`config.mk`:
```
export PLATFORM = sky130hd
export DESIGN_NAME = gate_unit_arbiter
export DESIGN_NICKNAME = d
export VERILOG_FILES = /design/src/rtl/gate_unit_arbiter.sv
export SDC_FILE = /design/constraint.sdc
export NUM_CORES = 1
export LEC_CHECK = 0
export ABC_AREA = 0
export CAP_MARGIN = 20
export CORE_UTILIZATION = 44
export DETAILED_ROUTE_END_ITERATION = 16
export PLACE_DENSITY = 0.81
export SYNTH_ARGS = -nofsm -noshare
export SYNTH_HDL_FRONTEND = slang
export SYNTH_SLANG_ARGS = --single-unit
```
`constraint.sdc`:
```
create_clock -name clk -period 4.4 [get_ports clk]
set_clock_uncertainty 0.05 [all_clocks]
set_input_delay 0.44 -clock clk [delete_from_list [all_inputs] [get_ports clk]]
set_output_delay 0.44 -clock clk [all_outputs]
set_load 0.02 [all_outputs]
```
`src/rtl/gate_unit_arbiter.sv`:
```
// rtl/gate_unit_arbiter.sv - round-robin shared bitwise logic unit with registered valid/ready result
module gate_unit_arbiter #(
  parameter int WIDTH = 8,
  parameter int NREQ  = 4,
  localparam int IDW  = (NREQ > 1) ? $clog2(NREQ) : 1
) (
  input  logic                  clk,
  input  logic                  rst,
  input  logic [NREQ-1:0]       req,
  input  logic [3*NREQ-1:0]     op,
  input  logic [WIDTH*NREQ-1:0] a_in,
  input  logic [WIDTH*NREQ-1:0] b_in,
  output logic [NREQ-1:0]       gnt,
  output logic                  res_valid,
  input  logic                  res_ready,
  output logic [WIDTH-1:0]      res_data,
  output logic [IDW-1:0]        res_id,
  output logic                  res_err
);

  logic             r_valid;
  logic [WIDTH-1:0] r_data;
  logic [IDW-1:0]   r_id;
  logic             r_err;
  logic [IDW-1:0]   r_last_gnt;

  logic             w_accept;
  logic             w_found;
  logic [IDW-1:0]   w_win;
  logic [2:0]       w_op;
  logic [WIDTH-1:0] w_a;
  logic [WIDTH-1:0] w_b;
  logic [WIDTH-1:0] w_result;
  logic             w_illegal;

  // Round-robin search: first requester after the last grant, wrapping modulo NREQ
  always_comb begin
    int v_idx;
    v_idx   = 0;
    w_found = 1'b0;
    w_win   = '0;
    for (int k = 1; k <= NREQ; k++) begin
      v_idx = int'(r_last_gnt) + k;
      if (v_idx >= NREQ) begin
        v_idx = v_idx - NREQ;
      end
      if (!w_found && req[IDW'(v_idx)]) begin
        w_found = 1'b1;
        w_win   = IDW'(v_idx);
      end
    end
  end

  // A new operation is taken only when the output stage is free or draining this cycle;
  // reset suppresses grants so nothing is consumed while the block is held in reset.
  assign w_accept = w_found && (!r_valid || res_ready) && !rst;
  assign gnt      = w_accept ? ({{(NREQ-1){1'b0}}, 1'b1} << w_win) : '0;

  assign w_op = op[3*int'(w_win) +: 3];
  assign w_a  = a_in[WIDTH*int'(w_win) +: WIDTH];
  assign w_b  = b_in[WIDTH*int'(w_win) +: WIDTH];

  // Bitwise unit for the winning requester; opcodes 5-7 yield zero with an error flag
  always_comb begin
    w_result  = '0;
    w_illegal = 1'b0;
    case (w_op)
      3'd0:    w_result = w_a & w_b;
      3'd1:    w_result = w_a | w_b;
      3'd2:    w_result = ~(w_a | w_b);
      3'd3:    w_result = w_a ^ w_b;
      3'd4:    w_result = ~(w_a & w_b);
      default: begin
        w_result  = '0;
        w_illegal = 1'b1;
      end
    endcase
  end

  // Single-entry output stage and arbitration pointer; accept overwrites, drain clears valid only
  always_ff @(posedge clk or posedge rst) begin
    if (rst) begin
      r_valid    <= 1'b0;
      r_data     <= '0;
      r_id       <= '0;
      r_err      <= 1'b0;
      r_last_gnt <= IDW'(NREQ - 1);
    end else if (w_accept) begin
      r_valid    <= 1'b1;
      r_data     <= w_result;
      r_id       <= w_win;
      r_err      <= w_illegal;
      r_last_gnt <= w_win;
    end else if (r_valid && res_ready) begin
      r_valid    <= 1'b0;
    end
  end

  assign res_valid = r_valid;
  assign res_data  = r_data;
  assign res_id    = r_id;
  assign res_err   = r_err;

endmodule

```
==> run_summary.xml, run 1 <==
<?xml version="1.0" encoding="UTF-8"?>
<metrics>
  <group name="outcome">
    <metric name="outcome" unit="">complete, no violations</metric>
  </group>
  <group name="sta">
    <metric name="tightest_slew" unit="ns">0.897</metric>
    <metric name="final.setup.tns" unit="ns">0</metric>
    <metric name="layout_min_cycle_time" unit="ns">3.78</metric>
    <metric name="report.final.hold_viol_count" unit="">0</metric>
    <metric name="final-setup-viol-count" unit="">0</metric>
    <metric name="final.setup.worst_slack" unit="ns">0.616</metric>
    <metric name="slew-limit-headroom" unit="%">39.0</metric>
    <metric name="final_min_period_over_clock_period" unit="%">86.0</metric>
    <metric name="finalMaxSlewViolations" unit="">0</metric>
    <metric name="setup_repair_after_global_routing_missed_its_margin" unit="">no</metric>
    <metric name="timing.fmax" unit="GHz">0.264</metric>
  </group>
  <group name="critical_path">
    <metric name="r2r_setup_slack" unit="ns">0.85</metric>
    <metric name="setup.worst_path.start_class" unit="">input pin</metric>
    <metric name="critPathMaxFanout" unit="">61</metric>
    <metric name="worst_ep_required_time" unit="ns">3.91</metric>
    <metric name="endpoint_kind_of_the_worst_setup_timing_path" unit="">primary output</metric>
    <metric name="critPathArrivalTime" unit="ns">3.29</metric>
    <metric name="worst-setup-path-type" unit="">input pin to primary output</metric>
  </group>
  <group name="global_routing">
    <metric name="number_of_global_route_vias_before_repair" unit="">2677</metric>
    <metric name="pin_count_of_the_biggest_net_entering_global_routing" unit="">62</metric>
    <metric name="grt_pass1_wl" unit="mm">12.2</metric>
    <metric name="grt_antenna_before_repair" unit="">0</metric>
    <metric name="grtUsageTotal" unit="%">25.5</metric>
    <metric name="grt_remaining_overflow" unit="">0</metric>
  </group>
  <group name="clock_tree">
    <metric name="tritoncts" unit="">built</metric>
    <metric name="post_cts_resize_count" unit="">0</metric>
    <metric name="clkSinkCount" unit="">14</metric>
    <metric name="worstSkewPairLatency" unit="ns">0.25</metric>
    <metric name="cts-buffers-inserted" unit="">3</metric>
    <metric name="cts_max_level" unit="">1</metric>
    <metric name="clockRootBuffer" unit="">sky130_fd_sc_hd__clkbuf_8</metric>
    <metric name="clkTransAtPathRegs" unit="ns">0.07</metric>
    <metric name="post-cts-setup-buffers" unit="">0</metric>
    <metric name="max-clock-path-buffers" unit="">2</metric>
    <metric name="cts_hold_repair.buffers" unit="">0</metric>
  </group>
  <group name="pwr">
    <metric name="p_leak" unit="nW">1.52</metric>
    <metric name="internal_power" unit="mW">0.720</metric>
    <metric name="sw_frac_of_total" unit="%">46.9</metric>
    <metric name="powerDensity" unit="nW/µm²">392</metric>
    <metric name="pwr-share-seq" unit="%">15.3</metric>
    <metric name="power_switching" unit="mW">0.636</metric>
    <metric name="power.share.clock" unit="%">8.5</metric>
    <metric name="power.ir.vdd_worst" unit="mV">0.241</metric>
    <metric name="power.combinational.fraction" unit="%">76.2</metric>
  </group>
  <group name="route">
    <metric name="post_drt_via_cell_ratio" unit="">5.74</metric>
    <metric name="firstDrtPassIters" unit="">4</metric>
    <metric name="first_iter_violations" unit="">328</metric>
    <metric name="final_antenna_net_count" unit="">0</metric>
    <metric name="detailroute.via_count" unit="">2622</metric>
    <metric name="drt_drc_violations_left" unit="">0</metric>
    <metric name="post_drt_wl_per_cell" unit="µm">16.1</metric>
    <metric name="detail_route.wirelength" unit="mm">7.34</metric>
  </group>
  <group name="floorplan">
    <metric name="fp.coreArea" unit="µm²">5200</metric>
    <metric name="die_x" unit="µm">76.3</metric>
    <metric name="floorplan.rows" unit="">26</metric>
    <metric name="ios" unit="">99</metric>
    <metric name="fp.dieArea" unit="µm²">5820</metric>
    <metric name="initial_cell_density_of_the_core" unit="%">46.7</metric>
    <metric name="die_height" unit="µm">76.3</metric>
  </group>
  <group name="finish">
    <metric name="multi_input_area" unit="µm²">1820</metric>
    <metric name="number_of_inserted_diodes" unit="">0</metric>
    <metric name="area_growth_syn_to_layout" unit="%">42.5</metric>
    <metric name="num-nets-final" unit="">487</metric>
    <metric name="register_area" unit="µm²">353</metric>
    <metric name="drive_above_1_share" unit="%">7.75</metric>
    <metric name="num-fill-cells" unit="">453</metric>
  </group>
  <group name="yosys">
    <metric name="async_set_reset_flop_share_out_of_synthesis" unit="%">100</metric>
    <metric name="ys_types" unit="">50</metric>
    <metric name="post_synth_edffs" unit="">0</metric>
    <metric name="flip_flop_and_latch_count_after_synthesis" unit="">14</metric>
    <metric name="synth_ff_type" unit="">sky130_fd_sc_hd__dfrtp_1</metric>
    <metric name="synth.top_cells.by_count" unit="">sky130_fd_sc_hd__nand2_1 (49), sky130_fd_sc_hd__mux2i_1 (38), sky130_fd_sc_hd__inv_1 (35)</metric>
    <metric name="avgSynthCellArea" unit="µm²">8.12</metric>
    <metric name="mappedNetlistArea" unit="µm²">2430</metric>
    <metric name="synth_area_leader_cell" unit="">sky130_fd_sc_hd__mux2i_1</metric>
    <metric name="count_of_synthesis_stage_warnings_from_yosys" unit="">0</metric>
    <metric name="post-synth-top-area-fraction" unit="%">15.7</metric>
    <metric name="yosysSeqAreaShare" unit="%">14.5</metric>
    <metric name="postSynthNetCount" unit="">398</metric>
    <metric name="yosys-top-cells-area" unit="">sky130_fd_sc_hd__mux2i_1 (16%), sky130_fd_sc_hd__dfrtp_1 (12%), sky130_fd_sc_hd__ha_1 (8.2%), sky130_fd_sc_hd__nand2_1 (7.6%), sky130_fd_sc_hd__inv_1 (5.4%)</metric>
    <metric name="postSynthCellCount" unit="">299</metric>
    <metric name="yosysMostFrequentCell" unit="">sky130_fd_sc_hd__nand2_1</metric>
  </group>
  <group name="placement">
    <metric name="hpwlAfterDp" unit="mm">5.51</metric>
    <metric name="detailedPlace.worstSlack" unit="ns">0.444</metric>
    <metric name="gp_routability_congestion" unit="">0.844</metric>
    <metric name="buffer_ports.inserted" unit="">98</metric>
  </group>
  <group name="run">
    <metric name="drv.max_cap_violation_count" unit="">0</metric>
  </group>
  <group name="hold_path">
    <metric name="timing.hold.worst.class" unit="">input pin to asynchronous set/reset pin</metric>
  </group>
</metrics>
==> path summary, 6_finish.rpt <==
path	start	endpoint	cells after the start
worst max-delay path	req[3]	gnt[2]	7
worst min-delay path	rst	res_valid	3
worst max register to register	r_last_gnt[1]	res_data[2]	7
worst min register to register	res_id[1]	res_id[1]	2
max in group asynchronous	rst	r_last_gnt[0]	3
min in group clk	res_id[1]	res_id[1]	2
==> power by group through the flow <==
stage	Clock (mW)	Combinational (mW)	Sequential, mW
4_1_cts	0.115	1.03	0.207
3_5_place_dp	0	1.03	0.208
2_1_floorplan	0	0.690	0.249
3_3_place_gp	0	1.01	0.209
5_1_grt	0.120	1.12	0.214
6_report	0.115	1.03	0.208
==> per-stage QoR <==
step,hold WS [ns],power [mW],instances,utilization [%],cell area [µm²]
2_1_floorplan,0.286,0.939,299,-,2430
5_1_grt,0.460,1.46,457,66.5,3460
4_1_cts,0.442,1.35,457,66.5,3460
3_5_place_dp,0.427,1.23,453,65.6,3410
3_3_place_gp,0.420,1.21,453,65.6,3410
6_report,0.436,1.36,457,66.5,3460
==> registers in the layout (all words and copies together), names as in the netlist <==
signal      flops
r_last_gnt      2
res_data        8
res_err         1
res_id          2
res_valid       1
==> cell families after synthesis <==
kind of cell / Yosys count / share of synthesized area, %
flip-flops: 14 / 14.5
multiplexers: 47 / 22.6
adder cells (fa/ha/maj): 16 / 8.24
AND/OR/NAND/NOR: 96 / 18.8
buffers and inverters: 55 / 10.7
AO/OA/AOI/OAI: 71 / 25.2
==> layer usage <==
layer | up-vias | global-route usage (%) | wire (µm)
met5 | - | 0 | 0
met4 | 0 | 5.58 | 99
met3 | 12 | 4.43 | 567
met2 | 124 | 46.5 | 3700
met1 | 1212 | 30.9 | 2980
li1 | 1274 | - | -
==> area by class of cell <==
class | count | share of cell area, %
multi-input cells | 230 | 52.5
clock buffers | 4 | 1.30
well taps | 70 | 2.53
inverters | 35 | 3.80
flip-flops and latches | 14 | 10.2
repair buffers | 104 | 29.7
==> worst max-delay path, stage by stage <==
cell and delay, ns:
sky130_fd_sc_hd__clkdlybuf4s50_1 0.56, sky130_fd_sc_hd__nand2_1 0.09, sky130_fd_sc_hd__a31oi_2 0.30, sky130_fd_sc_hd__and2_4 0.77, sky130_fd_sc_hd__nand2_1 0.30, sky130_fd_sc_hd__nor2_1 0.17, sky130_fd_sc_hd__clkdlybuf4s50_1 0.63
==> placed cells by master (no fill, tap or decap), types with 2 or more instances in the layout <==
cell type                         count
sky130_fd_sc_hd__a32oi_1              2
sky130_fd_sc_hd__a311oi_1             2
sky130_fd_sc_hd__dfrtp_1             12
sky130_fd_sc_hd__o21ai_1              6
sky130_fd_sc_hd__or4_1                2
sky130_fd_sc_hd__nor2_1              10
sky130_fd_sc_hd__and2_1               8
sky130_fd_sc_hd__mux4_2               5
sky130_fd_sc_hd__o311ai_1             6
sky130_fd_sc_hd__dfstp_2              2
sky130_fd_sc_hd__mux2i_2              3
sky130_fd_sc_hd__a21oi_1              5
sky130_fd_sc_hd__a31oi_2              2
sky130_fd_sc_hd__mux2i_1             38
sky130_fd_sc_hd__a211oi_1             6
sky130_fd_sc_hd__a211oi_2             2
sky130_fd_sc_hd__nor3_1               8
sky130_fd_sc_hd__inv_1               35
sky130_fd_sc_hd__a21oi_2              2
sky130_fd_sc_hd__nand2b_1            10
sky130_fd_sc_hd__clkdlybuf4s50_1     98
sky130_fd_sc_hd__a32o_1               6
sky130_fd_sc_hd__a2111oi_0           12
sky130_fd_sc_hd__nand3b_1             3
sky130_fd_sc_hd__buf_4                6
sky130_fd_sc_hd__a2111o_1             6
sky130_fd_sc_hd__clkbuf_8             3
sky130_fd_sc_hd__nand2_1             49
sky130_fd_sc_hd__o21ai_0              4
sky130_fd_sc_hd__ha_1                16
Note: power is estimated with default switching activity, not from simulation.
==> inputs of run 2 (changes only) <==
--- a/config.mk
+++ b/config.mk
@@ -7,9 +7,11 @@
 export LEC_CHECK = 0
 export ABC_AREA = 0
 export CAP_MARGIN = 20
-export CORE_UTILIZATION = 44
+export CELL_PAD_IN_SITES_DETAIL_PLACEMENT = 2
+export CELL_PAD_IN_SITES_GLOBAL_PLACEMENT = 2
+export CORE_UTILIZATION = 24
 export DETAILED_ROUTE_END_ITERATION = 16
-export PLACE_DENSITY = 0.81
+export PLACE_DENSITY = 0.8
 export SYNTH_ARGS = -nofsm -noshare
 export SYNTH_HDL_FRONTEND = slang
 export SYNTH_SLANG_ARGS = --single-unit
==> run_summary.xml, run 2 (synthesis results as in run 1) <==
<?xml version="1.0" encoding="UTF-8"?>
<metrics>
  <group name="global_routing">
    <metric name="number_of_global_route_vias_before_repair" unit="">3007</metric>
    <metric name="pin_count_of_the_biggest_net_entering_global_routing" unit="">62</metric>
    <metric name="grt_remaining_overflow" unit="">0</metric>
    <metric name="grt_pass1_wl" unit="mm">15.0</metric>
    <metric name="grtUsageTotal" unit="%">18.3</metric>
    <metric name="grt_antenna_before_repair" unit="">0</metric>
  </group>
  <group name="critical_path">
    <metric name="critPathArrivalTime" unit="ns">3.32</metric>
    <metric name="worst-setup-path-type" unit="">input pin to primary output</metric>
    <metric name="endpoint_kind_of_the_worst_setup_timing_path" unit="">primary output</metric>
    <metric name="setup.worst_path.start_class" unit="">input pin</metric>
    <metric name="worst_ep_required_time" unit="ns">3.91</metric>
    <metric name="timing.reg2reg.worst_path_depth" unit="">11</metric>
    <metric name="critPathMaxFanout" unit="">61</metric>
  </group>
  <group name="clock_tree">
    <metric name="cts_hold_repair.buffers" unit="">0</metric>
    <metric name="worstSkewPairLatency" unit="ns">0.24</metric>
    <metric name="post-cts-setup-buffers" unit="">0</metric>
    <metric name="clkSinkCount" unit="">14</metric>
    <metric name="max-clock-path-buffers" unit="">2</metric>
    <metric name="tritoncts" unit="">built</metric>
    <metric name="clkTransAtPathRegs" unit="ns">0.06</metric>
    <metric name="cts_max_level" unit="">1</metric>
    <metric name="cts-buffers-inserted" unit="">3</metric>
    <metric name="clockRootBuffer" unit="">sky130_fd_sc_hd__clkbuf_8</metric>
    <metric name="post_cts_resize_count" unit="">0</metric>
  </group>
  <group name="floorplan">
    <metric name="fp.coreArea" unit="µm²">9770</metric>
    <metric name="ios" unit="">99</metric>
    <metric name="die_height" unit="µm">103</metric>
    <metric name="initial_cell_density_of_the_core" unit="%">24.8</metric>
    <metric name="floorplan.rows" unit="">36</metric>
    <metric name="fp.dieArea" unit="µm²">10500</metric>
    <metric name="die_x" unit="µm">103</metric>
  </group>
  <group name="finish">
    <metric name="area_growth_syn_to_layout" unit="%">46.7</metric>
    <metric name="num-nets-final" unit="">489</metric>
    <metric name="largest_register_ff_count" unit="">8</metric>
    <metric name="drive_above_1_share" unit="%">8.48</metric>
    <metric name="num-fill-cells" unit="">1149</metric>
    <metric name="final_cell_mix" unit="">sky130_fd_sc_hd__clkdlybuf4s50_1 (98), sky130_fd_sc_hd__nand2_1 (49), sky130_fd_sc_hd__mux2i_1 (38), sky130_fd_sc_hd__inv_1 (35), sky130_fd_sc_hd__ha_1 (16)</metric>
    <metric name="number_of_inserted_diodes" unit="">0</metric>
    <metric name="layout_commonest_cell" unit="">sky130_fd_sc_hd__clkdlybuf4s50_1</metric>
  </group>
  <group name="route">
    <metric name="final_antenna_net_count" unit="">0</metric>
    <metric name="detailroute.via_count" unit="">2684</metric>
    <metric name="firstDrtPassIters" unit="">4</metric>
    <metric name="post_drt_via_cell_ratio" unit="">5.14</metric>
    <metric name="drt_drc_violations_left" unit="">0</metric>
    <metric name="first_iter_violations" unit="">62</metric>
    <metric name="detail_route.wirelength" unit="mm">9.14</metric>
    <metric name="post_drt_wl_per_cell" unit="µm">17.5</metric>
  </group>
  <group name="sta">
    <metric name="slew-limit-headroom" unit="%">34.9</metric>
    <metric name="finalMaxSlewViolations" unit="">0</metric>
    <metric name="final-setup-viol-count" unit="">0</metric>
    <metric name="final.setup.tns" unit="ns">0</metric>
    <metric name="final_min_period_over_clock_period" unit="%">86.5</metric>
    <metric name="report.final.hold_viol_count" unit="">0</metric>
    <metric name="timing.fmax" unit="GHz">0.263</metric>
    <metric name="setup_repair_after_global_routing_missed_its_margin" unit="">no</metric>
    <metric name="final.setup.worst_slack" unit="ns">0.594</metric>
    <metric name="layout_min_cycle_time" unit="ns">3.81</metric>
    <metric name="tightest_slew" unit="ns">0.958</metric>
  </group>
  <group name="placement">
    <metric name="buffer_ports.inserted" unit="">98</metric>
    <metric name="gp_routability_congestion" unit="">0.776</metric>
    <metric name="detailedPlace.worstSlack" unit="ns">0.330</metric>
    <metric name="hpwlAfterDp" unit="mm">7.04</metric>
  </group>
  <group name="outcome">
    <metric name="outcome" unit="">complete, no violations</metric>
  </group>
  <group name="pwr">
    <metric name="powerDensity" unit="nW/µm²">394</metric>
    <metric name="power.ir.vdd_worst" unit="mV">0.167</metric>
    <metric name="p_leak" unit="nW">1.54</metric>
  </group>
  <group name="hold_path">
    <metric name="timing.hold.worst.class" unit="">flop to flop</metric>
    <metric name="hold_depth" unit="">2</metric>
  </group>
  <group name="run">
    <metric name="drv.max_cap_violation_count" unit="">0</metric>
  </group>
</metrics>
-- run 2: cell types whose count changed in the layout (fill, tap and decap cells not counted), sizes merged --
cell	before	now
buf	6	8
-- run 2: metrics by stage --
step                hold slack (ns)  cell area (µm²)  total power [mW]  utilization, %  cells
detailed placement            0.426             3510              1.28            35.9    518
finish                        0.439             3560              1.40            36.5    522
CTS                           0.443             3560              1.42            36.5    522
global placement              0.419             3510              1.24            35.9    518
floorplan                     0.286             2430             0.939               -    299
global route                  0.493             3560              1.53            36.5    522
-- run 2: layout make-up --
class,count,area (µm²),area share [%]
Inverter,35,131,3.69
Tap cell,133,166,4.67
Sequential cell,14,353,9.90
Clock buffer,4,55.1,1.54
Timing Repair Buffer,106,1040,29.2
Multi-Input combinational cell,230,1820,51.0
-- run 2: metal layers --
metal  track usage [%]  share of wire (%)  up-vias  wire length (µm)
met3              2.51                4.3        9               392
met5                 0                  0        -                 0
met2              34.7                 52       77              4770
met1              21.5                 43     1322              3900
li1                  -                  -     1276                 -
met4              4.29               0.83        0                76
-- run 2: path summary, 6_finish.rpt --
check	from	end	slack (ns)
worst max register to register	r_last_gnt[1]	res_data[3]	0.81
worst min register to register	res_id[1]	res_id[1]	0.44
max in group asynchronous	rst	r_last_gnt[0]	3.54
worst max-delay path	req[3]	gnt[3]	0.59
worst min-delay path	res_id[1]	res_id[1]	0.44
min in group asynchronous	rst	res_data[4]	0.50
-- run 2: worst max-delay path: stages --
cell,delay [ns]
sky130_fd_sc_hd__clkdlybuf4s50_1,0.57
sky130_fd_sc_hd__nand2_1,0.10
sky130_fd_sc_hd__a31oi_2,0.30
sky130_fd_sc_hd__and2_4,0.77
sky130_fd_sc_hd__nand2_1,0.31
sky130_fd_sc_hd__nor2_1,0.18
sky130_fd_sc_hd__clkdlybuf4s50_1,0.62
-- run 2: power breakdown --
group | leakage, nW | internal, mW | switching (mW)
sequential | 0.172 | 0.176 | 0.0360
clock | 0.0288 | 0.0794 | 0.0544
combinational | 1.34 | 0.484 | 0.574
==> inputs of run 3 (changes only) <==
--- a/config.mk
+++ b/config.mk
@@ -9,9 +9,11 @@
 export CAP_MARGIN = 20
 export CELL_PAD_IN_SITES_DETAIL_PLACEMENT = 2
 export CELL_PAD_IN_SITES_GLOBAL_PLACEMENT = 2
-export CORE_UTILIZATION = 24
+export CORE_UTILIZATION = 22
+export CTS_CLUSTER_SIZE = 8
 export DETAILED_ROUTE_END_ITERATION = 16
-export PLACE_DENSITY = 0.8
+export PLACE_DENSITY = 0.77
+export SKIP_CTS_REPAIR_TIMING = 1
 export SYNTH_ARGS = -nofsm -noshare
 export SYNTH_HDL_FRONTEND = slang
 export SYNTH_SLANG_ARGS = --single-unit
==> constraint.sdc (replaced) <==
create_clock -name clk -period 3.49 [get_ports clk]
set_clock_uncertainty 0.05 [all_clocks]
set_input_delay 0.349 -clock clk [delete_from_list [all_inputs] [get_ports clk]]
set_output_delay 0.349 -clock clk [all_outputs]
set_load 0.02 [all_outputs]
==> run_summary.xml, run 3 (synthesis results as in run 1) <==
<?xml version="1.0" encoding="UTF-8"?>
<metrics>
  <group name="pwr">
    <metric name="sw_frac_of_total" unit="%">46.5</metric>
    <metric name="powerDensity" unit="nW/µm²">504</metric>
    <metric name="post-layout-total-power" unit="mW">1.88</metric>
    <metric name="power_switching" unit="mW">0.873</metric>
    <metric name="pwr-share-seq" unit="%">13.9</metric>
    <metric name="power.combinational.fraction" unit="%">77.2</metric>
    <metric name="p_leak" unit="nW">1.62</metric>
    <metric name="power.ir.vdd_worst" unit="mV">0.168</metric>
    <metric name="internal_power" unit="mW">1.00</metric>
    <metric name="power.share.clock" unit="%">9.0</metric>
  </group>
  <group name="sta">
    <metric name="setup_repair_after_global_routing_missed_its_margin" unit="">no</metric>
    <metric name="timing.fmax" unit="GHz">0.313</metric>
    <metric name="report.final.hold_viol_count" unit="">0</metric>
    <metric name="final_min_period_over_clock_period" unit="%">91.4</metric>
    <metric name="tightest_slew" unit="ns">0.598</metric>
    <metric name="finalMaxSlewViolations" unit="">0</metric>
    <metric name="final-setup-viol-count" unit="">0</metric>
    <metric name="layout_min_cycle_time" unit="ns">3.19</metric>
    <metric name="whs" unit="ns">0.413</metric>
    <metric name="slew-limit-headroom" unit="%">59.6</metric>
  </group>
  <group name="global_routing">
    <metric name="global_route.usage.met3" unit="%">2.43</metric>
    <metric name="grt_antenna_before_repair" unit="">0</metric>
    <metric name="groute.layer.met1.usage" unit="%">21.1</metric>
    <metric name="grt_pass1_wl" unit="mm">15.5</metric>
    <metric name="grt.busiest_layer" unit="">met2</metric>
    <metric name="grt_remaining_overflow" unit="">0</metric>
    <metric name="grtUsageTotal" unit="%">17.3</metric>
    <metric name="number_of_global_route_vias_before_repair" unit="">3089</metric>
    <metric name="pin_count_of_the_biggest_net_entering_global_routing" unit="">31</metric>
    <metric name="groute.layer.met2.usage" unit="%">31.1</metric>
  </group>
  <group name="finish">
    <metric name="drive_above_1_share" unit="%">11.7</metric>
    <metric name="number_of_inserted_diodes" unit="">0</metric>
    <metric name="final_cell_mix" unit="">sky130_fd_sc_hd__clkdlybuf4s50_1 (98), sky130_fd_sc_hd__nand2_1 (49), sky130_fd_sc_hd__mux2i_1 (38), sky130_fd_sc_hd__inv_1 (35), sky130_fd_sc_hd__buf_4 (18)</metric>
    <metric name="multi_input_area" unit="µm²">1820</metric>
    <metric name="largest_register_ff_count" unit="">8</metric>
    <metric name="layout_commonest_cell" unit="">sky130_fd_sc_hd__clkdlybuf4s50_1</metric>
    <metric name="num-fill-cells" unit="">1206</metric>
    <metric name="area_growth_syn_to_layout" unit="%">53.4</metric>
    <metric name="register_area" unit="µm²">353</metric>
    <metric name="num-nets-final" unit="">503</metric>
    <metric name="final_cells" unit="">539</metric>
  </group>
  <group name="placement">
    <metric name="gp_routability_congestion" unit="">0.792</metric>
    <metric name="buffer_ports.inserted" unit="">98</metric>
    <metric name="place_inst" unit="">535</metric>
    <metric name="hpwlAfterDp" unit="mm">7.65</metric>
  </group>
  <group name="clock_tree">
    <metric name="worstSkewPairLatency" unit="ns">0.25</metric>
    <metric name="max-clock-path-buffers" unit="">2</metric>
    <metric name="cts-buffers-inserted" unit="">3</metric>
    <metric name="clkSinkCount" unit="">14</metric>
    <metric name="tritoncts" unit="">built</metric>
    <metric name="clockRootBuffer" unit="">sky130_fd_sc_hd__clkbuf_8</metric>
    <metric name="clkTransAtPathRegs" unit="ns">0.07</metric>
    <metric name="cts_max_level" unit="">1</metric>
  </group>
  <group name="hold_path">
    <metric name="timing.hold.worst.class" unit="">input pin to asynchronous set/reset pin</metric>
  </group>
  <group name="floorplan">
    <metric name="floorplan.rows" unit="">37</metric>
    <metric name="die_x" unit="µm">107</metric>
    <metric name="ios" unit="">99</metric>
    <metric name="die_height" unit="µm">107</metric>
    <metric name="fp.dieArea" unit="µm²">11500</metric>
    <metric name="fp.coreArea" unit="µm²">10500</metric>
    <metric name="initial_cell_density_of_the_core" unit="%">23.1</metric>
  </group>
  <group name="route">
    <metric name="drt_drc_violations_left" unit="">0</metric>
    <metric name="firstDrtPassIters" unit="">4</metric>
    <metric name="final_antenna_net_count" unit="">0</metric>
    <metric name="post_drt_via_cell_ratio" unit="">5.11</metric>
    <metric name="detail_route.wirelength" unit="mm">9.68</metric>
    <metric name="detailroute.via_count" unit="">2754</metric>
    <metric name="first_iter_violations" unit="">78</metric>
    <metric name="post_drt_wl_per_cell" unit="µm">18.0</metric>
  </group>
  <group name="critical_path">
    <metric name="critPathMaxFanout" unit="">22</metric>
    <metric name="critical_path.max_stage_delay" unit="ns">0.58</metric>
    <metric name="worst_path_most_repeated_cell" unit="">sky130_fd_sc_hd__nand2_1</metric>
    <metric name="worst_ep_required_time" unit="ns">3.61</metric>
    <metric name="timing.critical_path.slowest_stage_cell" unit="">sky130_fd_sc_hd__clkdlybuf4s50_1</metric>
    <metric name="critPathArrivalTime" unit="ns">3.31</metric>
    <metric name="crit-reg2reg-launch" unit="">r_last_gnt[1]</metric>
    <metric name="r2r_setup_slack" unit="ns">0.41</metric>
    <metric name="cp_cell_sequence" unit="">clkdlybuf4s50_1, nand2_1, a31oi_2, and2_4, buf_12, mux2i_1, nand2_1, nand2_1, ha_1, mux4_2, a211o_1, o221ai_2</metric>
    <metric name="endpoint_kind_of_the_worst_setup_timing_path" unit="">flop</metric>
    <metric name="timing.reg2reg.worst_path_depth" unit="">11</metric>
    <metric name="regToRegEndpoint" unit="">res_data[3]</metric>
    <metric name="worst-setup-path-type" unit="">input pin to flop</metric>
    <metric name="setup.worst_path.start_class" unit="">input pin</metric>
  </group>
  <group name="outcome">
    <metric name="outcome" unit="">complete, no violations</metric>
  </group>
  <group name="run">
    <metric name="drv.max_cap_violation_count" unit="">0</metric>
  </group>
</metrics>
run 3: cell types whose count changed in the layout (fill, tap and decap cells not counted), sizes merged:
| cell | delta |
|---|---|
| buf | +14 |
run 3: area by class of cell:
cell class / count / area share [%]
inverter: 35 / 3.53
multi-input combinational: 230 / 48.8
sequential: 14 / 9.47
clock buffer: 4 / 1.48
tap: 136 / 4.57
timing repair buffer: 120 / 32.1
run 3: stage by stage:
step / setup WS [ns] / setup TNS [ns] / utilization [%] / area, µm²
final: 0.299 / 0 / 35.4 / 3720
after global routing: 0.0142 / 0 / 35.4 / 3720
after CTS: 0.212 / 0 / 35.4 / 3720
after detailed placement: -0.0458 / -0.0458 / 34.9 / 3670
after global placement: 0.141 / 0 / 34.9 / 3670
after floorplan: 0.220 / 0 / - / 2430
run 3: worst max-delay path, delay by kind of cell:
family          cells  cell delay [ns]
buf+inv             2             0.81
compound gates      3             0.71
mux                 2             0.55
fa+ha+maj           1             0.23
simple gates        4             0.65
run 3: worst max path at each step:
stage,from,to,slack (ns),cells past startpoint
after detailed placement,req[3],res_data[1],-0.05,14
final,req[3],res_data[3],0.30,12
after floorplan,r_last_gnt[1],res_data[2],0.22,12
after global placement,req[3],res_data[2],0.14,12
after CTS,req[3],res_data[1],0.21,14
after global routing,req[3],res_data[4],0.01,14
run 3: metal layers:
metal	vias up	routed length (µm)
met3	11	539
li1	1303	-
met4	0	176
met5	-	0
met1	1360	4220
met2	80	4740
run 3: power groups by stage:
stage	logic (mW)	clock network [mW]	registers, mW
after floorplan	0.870	0	0.314
final	1.45	0.168	0.260
after CTS	1.46	0.172	0.263
after detailed placement	1.45	0	0.266
after global placement	1.39	0	0.264
after global routing	1.58	0.178	0.268
